[config.mk]
export PLATFORM = sky130hd
export DESIGN_NAME = cache_control
export DESIGN_NICKNAME = d
export VERILOG_FILES = /design/src/rtl/cache_control.sv
export SDC_FILE = /design/constraint.sdc
export NUM_CORES = 1
export LEC_CHECK = 0
export ABC_AREA = 1
export CORE_UTILIZATION = 42
export DETAILED_ROUTE_END_ITERATION = 10
export GPL_TIMING_DRIVEN = 0
export PLACE_DENSITY = 0.93
export SYNTH_ARGS = -nofsm -noshare
export SYNTH_HDL_FRONTEND = slang
export SYNTH_SLANG_ARGS = --single-unit
[constraint.sdc]
create_clock -name clk -period 1.6 [get_ports clk]
set_input_delay 0.4 -clock clk [delete_from_list [all_inputs] [get_ports clk]]
set_output_delay 0.4 -clock clk [all_outputs]
set_load 0.03 [all_outputs]
[src/rtl/cache_control.sv]
`default_nettype none
// ============================================================================
// Module      : cache_control
// Description : Controller FSM for a write-back, write-allocate cache.
//               IDLE -> TAG_CHECK; a hit completes the CPU request in one
//               cycle. A miss writes the victim line back if it is dirty,
//               then fills the line from physical memory and re-checks.
//               Each physical-memory wait is bounded by TIMEOUT cycles. On
//               expiry the wait is abandoned and a sticky error flag is set.
// Revision    : 1.0 - initial release
// ----------------------------------------------------------------------------
// Parameters  : TIMEOUT  max cycles waiting for pmem_resp (1..65535)
// Macro       : CACHE_CTRL_PERF_EN  when defined, hit_count/miss_count are
//               live saturating counters. Otherwise both are tied to 0.
// Ports       : clk, rst_n (async, active-low)
//               CPU side   : mem_read, mem_write -> mem_resp
//               datapath   : hit, dirty -> load_data, load_tag, load_valid,
//                            load_dirty, dirty_in, addr_sel, data_sel
//               pmem side  : pmem_read, pmem_write <- pmem_resp
//               status     : error, hit_count[31:0], miss_count[31:0]
// ============================================================================
module cache_control #(
    parameter int unsigned TIMEOUT = 255
) (
    input  logic        clk,
    input  logic        rst_n,
    input  logic        mem_read,
    input  logic        mem_write,
    output logic        mem_resp,
    input  logic        hit,
    input  logic        dirty,
    output logic        pmem_read,
    output logic        pmem_write,
    input  logic        pmem_resp,
    output logic        load_data,
    output logic        load_tag,
    output logic        load_valid,
    output logic        load_dirty,
    output logic        dirty_in,
    output logic        addr_sel,
    output logic        data_sel,
    output logic        error,
    output logic [31:0] hit_count,
    output logic [31:0] miss_count
);

    localparam logic [1:0] c_IDLE      = 2'd0;
    localparam logic [1:0] c_TAG_CHECK = 2'd1;
    localparam logic [1:0] c_WRITEBACK = 2'd2;
    localparam logic [1:0] c_ALLOCATE  = 2'd3;

    // The counter starts at 0 on entry to a wait state. The last allowed
    // cycle is therefore the one where it reads TIMEOUT-1.
    localparam logic [15:0] c_WAIT_LAST = 16'(TIMEOUT - 1);

    logic [1:0]  r_state;
    logic [1:0]  w_next_state;
    logic [15:0] r_wait_cnt;
    logic        r_error;
    logic        w_req;
    logic        w_in_wait;
    logic        w_timeout;

    // Simultaneous read and write requests are handled as a write.
    assign w_req     = mem_read | mem_write;
    assign w_in_wait = (r_state == c_WRITEBACK) || (r_state == c_ALLOCATE);
    // A response in the last allowed cycle still counts as success.
    assign w_timeout = w_in_wait && !pmem_resp && (r_wait_cnt == c_WAIT_LAST);

    // ------------------------------------------------------------------
    // State register
    // ------------------------------------------------------------------
    always_ff @(posedge clk or negedge rst_n) begin
        if (!rst_n) begin
            r_state <= c_IDLE;
        end else begin
            r_state <= w_next_state;
        end
    end

    // ------------------------------------------------------------------
    // Next-state logic
    // ------------------------------------------------------------------
    always_comb begin
        w_next_state = r_state;
        case (r_state)
            c_IDLE: begin
                if (w_req) w_next_state = c_TAG_CHECK;
            end
            c_TAG_CHECK: begin
                if (!w_req)     w_next_state = c_IDLE;
                else if (hit)   w_next_state = c_IDLE;
                else if (dirty) w_next_state = c_WRITEBACK;
                else            w_next_state = c_ALLOCATE;
            end
            c_WRITEBACK: begin
                if (pmem_resp)      w_next_state = c_ALLOCATE;
                else if (w_timeout) w_next_state = c_IDLE;
            end
            c_ALLOCATE: begin
                if (pmem_resp)      w_next_state = c_TAG_CHECK;
                else if (w_timeout) w_next_state = c_IDLE;
            end
            default: w_next_state = c_IDLE;
        endcase
    end

    // ------------------------------------------------------------------
    // Output logic
    // ------------------------------------------------------------------
    always_comb begin
        mem_resp   = 1'b0;
        pmem_read  = 1'b0;
        pmem_write = 1'b0;
        load_data  = 1'b0;
        load_tag   = 1'b0;
        load_valid = 1'b0;
        load_dirty = 1'b0;
        dirty_in   = 1'b0;
        addr_sel   = 1'b0;
        data_sel   = 1'b0;
        case (r_state)
            c_TAG_CHECK: begin
                if (w_req && hit) begin
                    mem_resp = 1'b1;
                    if (mem_write) begin
                        load_data  = 1'b1;
                        load_dirty = 1'b1;
                        dirty_in   = 1'b1;
                    end
                end
            end
            c_WRITEBACK: begin
                pmem_write = 1'b1;
                addr_sel   = 1'b1;
            end
            c_ALLOCATE: begin
                pmem_read = 1'b1;
                if (pmem_resp) begin
                    load_data  = 1'b1;
                    load_tag   = 1'b1;
                    load_valid = 1'b1;
                    load_dirty = 1'b1;
                    data_sel   = 1'b1;
                end
            end
            default: ;
        endcase
    end

    // ------------------------------------------------------------------
    // Wait counter: cleared on entry to each wait state (including the
    // WRITEBACK -> ALLOCATE hand-over), counts cycles without a response.
    // ------------------------------------------------------------------
    always_ff @(posedge clk or negedge rst_n) begin
        if (!rst_n) begin
            r_wait_cnt <= 16'd0;
        end else if ((w_next_state != r_state) &&
                     ((w_next_state == c_WRITEBACK) || (w_next_state == c_ALLOCATE))) begin
            r_wait_cnt <= 16'd0;
        end else if (w_in_wait && !pmem_resp) begin
            r_wait_cnt <= r_wait_cnt + 16'd1;
        end
    end

    // Sticky until reset. It does not gate new requests.
    always_ff @(posedge clk or negedge rst_n) begin
        if (!rst_n) begin
            r_error <= 1'b0;
        end else if (w_timeout) begin
            r_error <= 1'b1;
        end
    end

    assign error = r_error;

    // ------------------------------------------------------------------
    // Performance counters
    // ------------------------------------------------------------------
`ifdef CACHE_CTRL_PERF_EN
    logic        w_hit_event;
    logic        w_miss_event;
    logic [31:0] r_hit_count;
    logic [31:0] r_miss_count;

    // The re-check after a fill reaches TAG_CHECK again and counts as a hit.
    assign w_hit_event  = (r_state == c_TAG_CHECK) && w_req && hit;
    assign w_miss_event = (r_state == c_TAG_CHECK) && w_req && !hit;

    always_ff @(posedge clk or negedge rst_n) begin
        if (!rst_n) begin
            r_hit_count  <= 32'd0;
            r_miss_count <= 32'd0;
        end else begin
            if (w_hit_event && (r_hit_count != 32'hFFFF_FFFF)) begin
                r_hit_count <= r_hit_count + 32'd1;
            end
            if (w_miss_event && (r_miss_count != 32'hFFFF_FFFF)) begin
                r_miss_count <= r_miss_count + 32'd1;
            end
        end
    end

    assign hit_count  = r_hit_count;
    assign miss_count = r_miss_count;
`else
    assign hit_count  = 32'd0;
    assign miss_count = 32'd0;
`endif

endmodule
`default_nettype wire

---- Yosys cells after proc, flatten, opt, wreduce, memory -nomap -nowiden ----
Index checks and enable logic that the tools add are counted.
operators by class
  add/subtract/negate cells ............... 1
  equal/unequal tests ..................... 7
  multiplexer cells ....................... 20
  bitwise gates (word level) .............. 1
  reduce and logical (&&, ||, !) cells .... 9
operators by type and width
  kind                   count
  $mux 16                2
  $add 16x1->16 const B  1
  $eq 16x8->1 const B    1
  $mux 2                 6
  $mux 1                 10
  $eq 2x2->1 const B     4
  $pmux 2 s4             1
  $logic_and 1x1->1      4
  $eq 2x1->1 const B     1
  $logic_not 2->1        1
  $logic_or 1x1->1       2
  $ne 2x2->1             1
  $pmux 1 s2             1
  $reduce_bool 2->1      1
  $logic_not 1->1        1
  $or 1x1->1             1
word-level totals
  flip-flop bits (word level) ............. 19
  output and inout bits ................... 75
  word-level logic and storage cells ...... 41

---- Longest topological paths before layout ----
  depth after elaboration ................. 11
  depth in mapped cells ................... 11
  gate-level depth less buffers ........... 10

---- Worst setup path before layout ----
OpenSTA, ideal clock, no wires.
  path kind ............................... register to output
  start ................................... register r_state[1]
  end ..................................... output port load_dirty
  arrival time ............................ 1456 ps
  path slack .............................. -256 ps
  stages on the path, launching flop included .. 6
  path through ............................ dfrtp_1 buf_6 nor2_4 inv_1 o22ai_1 buf_4
between the ends
  cells in the longest elaborated chain, start to end .. 2
  elaborated cells between the ends (all ways) .. 3
  those cells by class .................... eq/ne (2); mux (1)
RTL lines
  what                                             line  source
  start: declaration                               56    logic [1:0] r_state;
  start signal: assignment                         75    r_state <= c_IDLE;
  start signal: assignment                         77    r_state <= w_next_state;
  $eq 2x2->1 / $eq 2x1->1 (equally long branches)  n/a
  $pmux 1 s2 *                                     n/a
  end: declaration                                 38    output logic load_dirty,
Mark *: on every way between the ends. The rest lies on a longest branch, timed or not.

---- Worst setup path in the final report ----
  start ................................... register r_state[1]
  end ..................................... output port mem_resp
between the ends
  cells in the longest elaborated chain, start to end .. 2
RTL lines
  what              line  source
  $eq 2x1->1        122   case (r_state)
  $mux 1            122
  end: declaration  29    output logic mem_resp,
No other way between the ends.

==> results.json <==
{
  "outcome": "finished with violations",
  "violations": "negative setup slack",
  "grt_pass1_wl_um": 5600,
  "min_period_over_period": 1.07,
  "detail-route-antenna-nets": 0,
  "io_buffers": 17,
  "min-delay-start": "error$_DFFE_PN0P_",
  "worst_path_max_delay_cell": "dfrtp_1",
  "final_common_cell": "buf_4",
  "ios": 82,
  "wire_per_inst_um": 11.4,
  "grt_usage": 0.163,
  "drtIter0Drc": 99,
  "clock.fmax_ghz": 0.584,
  "fin_tns_setup_ns": -0.902,
  "cp_max_fo": 5,
  "finalCriticalPeriod_ns": 1.71,
  "cts_root_buf": "clkbuf_8",
  "nFillCells": 337,
  "crit_path_start_kind": "register",
  "syn_area_per_cell_um2": 7.40,
  "final_design_area_no_fill_um2": 2480,
  "worst_slew_pin_slew_ns": 0.850,
  "avgViaCountPerCell": 4.24,
  "cp_data_required_time_ns": 1.20,
  "postPlaceCellArea_um2": 2230,
  "synth_warnings": 0,
  "drive_gt1_frac": 0.434,
  "hold_path_class": "reg2reg",
  "rows": 23,
  "maxSlewViolCount": 0,
  "finClkSkew_ns": 0.00222,
  "grt_overflow": 0,
  "grt_start_max_net_pins": 20,
  "cts_tree": "built",
  "fin_nets": 349,
  "worstPathArrival_ns": 1.31,
  "critPathMaxStageDelay_ns": 0.37,
  "fin_ws_ns": -0.113,
  "yosysSeqAreaShare": 0.271,
  "clkSinkCount": 19,
  "finalHoldViolCount": 0,
  "path_clk_slew_ns": 0.07,
  "initial_core_util": 0.438,
  "clockBufferDepth": 2,
  "place_congestion": 0.897,
  "setup_viol": 22,
  "drc": 0,
  "worstSetupPathType": "reg2out",
  "worstReg2RegStart": "r_wait_cnt[0]$_DFFE_PN0P_",
  "htree_levels": 1,
  "ir_drop_v": 0.000780,
  "cp_common_cell": "buf_6",
  "rsz0062_at_grt": "true",
  "coreArea_um2": 4000,
  "dieHeight_um": 66.6,
  "syn_inst": 237,
  "die-area_um2": 4440,
  "cp-end-kind": "output pin",
  "holdBufCountCts": 0,
  "cts_inserted_buffers": 3,
  "clk_latency_ns": 0.27,
  "timing.max_cap.violations": 0,
  "fp.dieW_um": 66.6,
  "leakage_nw": 1.36,
  "wl_um": 4430,
  "ys_seq_elements": 19,
  "crit_path_cell_trace": "buf_6, nor2_4, buf_4, nand2_1, nor2_2, buf_6",
  "dpl.cell_count": 367,
  "areaGrowthSynthToFinish_pct": 41.5,
  "power_density_nw_per_um2": 1090,
  "antennaDiodeCount": 0,
  "synth_cell_types": 28,
  "layout_common_cells": "buf_4 (87), conb_1 (64), nand2_1 (33)",
  "instances_no_fill": 389,
  "via_count": 1650,
  "netlist_area_um2": 1750,
  "crit_start": "r_state[1]$_DFF_PN0_",
  "grt_pass1_vias": 1342,
  "pre_cts_slack_ns": -0.785,
  "slew_headroom": 0.432,
  "antenna_found_initial": 0,
  "hpwl_um": 2600,
  "first_pass_iters": 4
}
[path summary, 6_finish.rpt]
path,endpoint,slack (ns),cells past startpoint
hold reg to reg,error$_DFFE_PN0P_,0.46,2
setup / recovery,mem_resp,-0.11,6
setup reg to reg,r_wait_cnt[6]$_DFFE_PN0P_,-0.07,10
min in group asynchronous,r_wait_cnt[0]$_DFFE_PN0P_,0.62,1
max in group asynchronous,r_state[0]$_DFF_PN0_,0.41,1
hold / removal,error$_DFFE_PN0P_,0.46,2
[layout make-up]
class,instances,area (µm²),share of cell area
Clock inverter,1,5.00,0.00202
Tap cell,50,62.6,0.0252
Buffer,70,537,0.216
Clock buffer,3,41.3,0.0166
Inverter,25,96.3,0.0388
Multi-Input combinational cell,186,958,0.386
Timing Repair Buffer,35,303,0.122
Sequential cell,19,478,0.193
[where the power goes]
part / internal [mW] / leakage, nW / switching [mW]
clock network: 0.174 / 0.0255 / 0.175
logic: 0.751 / 1.08 / 0.994
registers: 0.540 / 0.251 / 0.0594
total: 1.46 / 1.36 / 1.23
[state kept, by name, summed over array words and instances, names as in the netlist]
name / flops
r_state: 2
r_wait_cnt: 16
error: 1
[cell usage after synthesis]
master	count	area [µm²]
o21ai_1	1	5.00
nand3_1	12	60.1
inv_2	5	18.8
ha_1	2	25.0
o22ai_1	2	12.5
nand2_4	1	11.3
buf_4	68	510
conb_1	1	3.75
nand2_2	2	12.5
nor3_1	2	10.0
inv_1	19	71.3
nand4_1	6	37.5
buf_6	2	22.5
nor2_1	26	97.6
or2_2	1	6.26
xnor2_1	1	8.76
a21oi_2	1	8.76
nand2_1	35	131
o21ai_0	5	25.0
a21oi_1	1	5.00
nor3_2	1	10.0
nand3_2	1	10.0
inv_4	1	6.26
xor2_1	6	52.6
nor2_2	12	75.1
nor4_1	1	6.26
dfrtp_1	19	475
nor2_4	3	33.8
[stage by stage]
step / util / total power [mW] / hold WS, ns
finish: 0.620 / 2.69 / 0.461
global route: 0.620 / 2.82 / 0.504
CTS: 0.583 / 2.37 / 0.467
detailed placement: 0.558 / 1.89 / 0.452
global placement: 0.558 / 1.86 / 0.446
floorplan: - / 1.61 / 0.104
[layer usage]
layer  vias to the layer above  global-route usage  part of all wire
li1                        810                   -                 -
met1                       732               0.200              0.36
met2                        90               0.273              0.52
met3                        18              0.0223             0.076
met4                         0              0.0878             0.042
met5                         -                   0                 0
[repair_timing]
| action | 4_1_cts | 5_1_grt |
|---|---|---|
| gates resized for setup | 65 | 23 |
| cloned | 0 | 1 |
| setup buffers | 10 | 7 |
| hold endpoints to repair | 0 | 0 |
| pin swaps | 7 | 13 |
| setup endpoints to repair | 27 | 26 |
[worst max-delay path, delay by kind of cell, from the launching register on]
kind | cells | cell delay (ns)
buffers and inverters | 3 | 0.40
DFF | 1 | 0.37
and+or+nand+nor | 3 | 0.26
[kinds of logic after synthesis]
logic type,synth area share
DFF,0.271
xor gates and xnor gates,0.0350
AOI/OAI and AO/OA,0.0321
other,0.00214
buffers and inverters,0.359
and+or+nand+nor,0.286
adders and majority gates,0.0143
(Power assumes the default switching activity.)
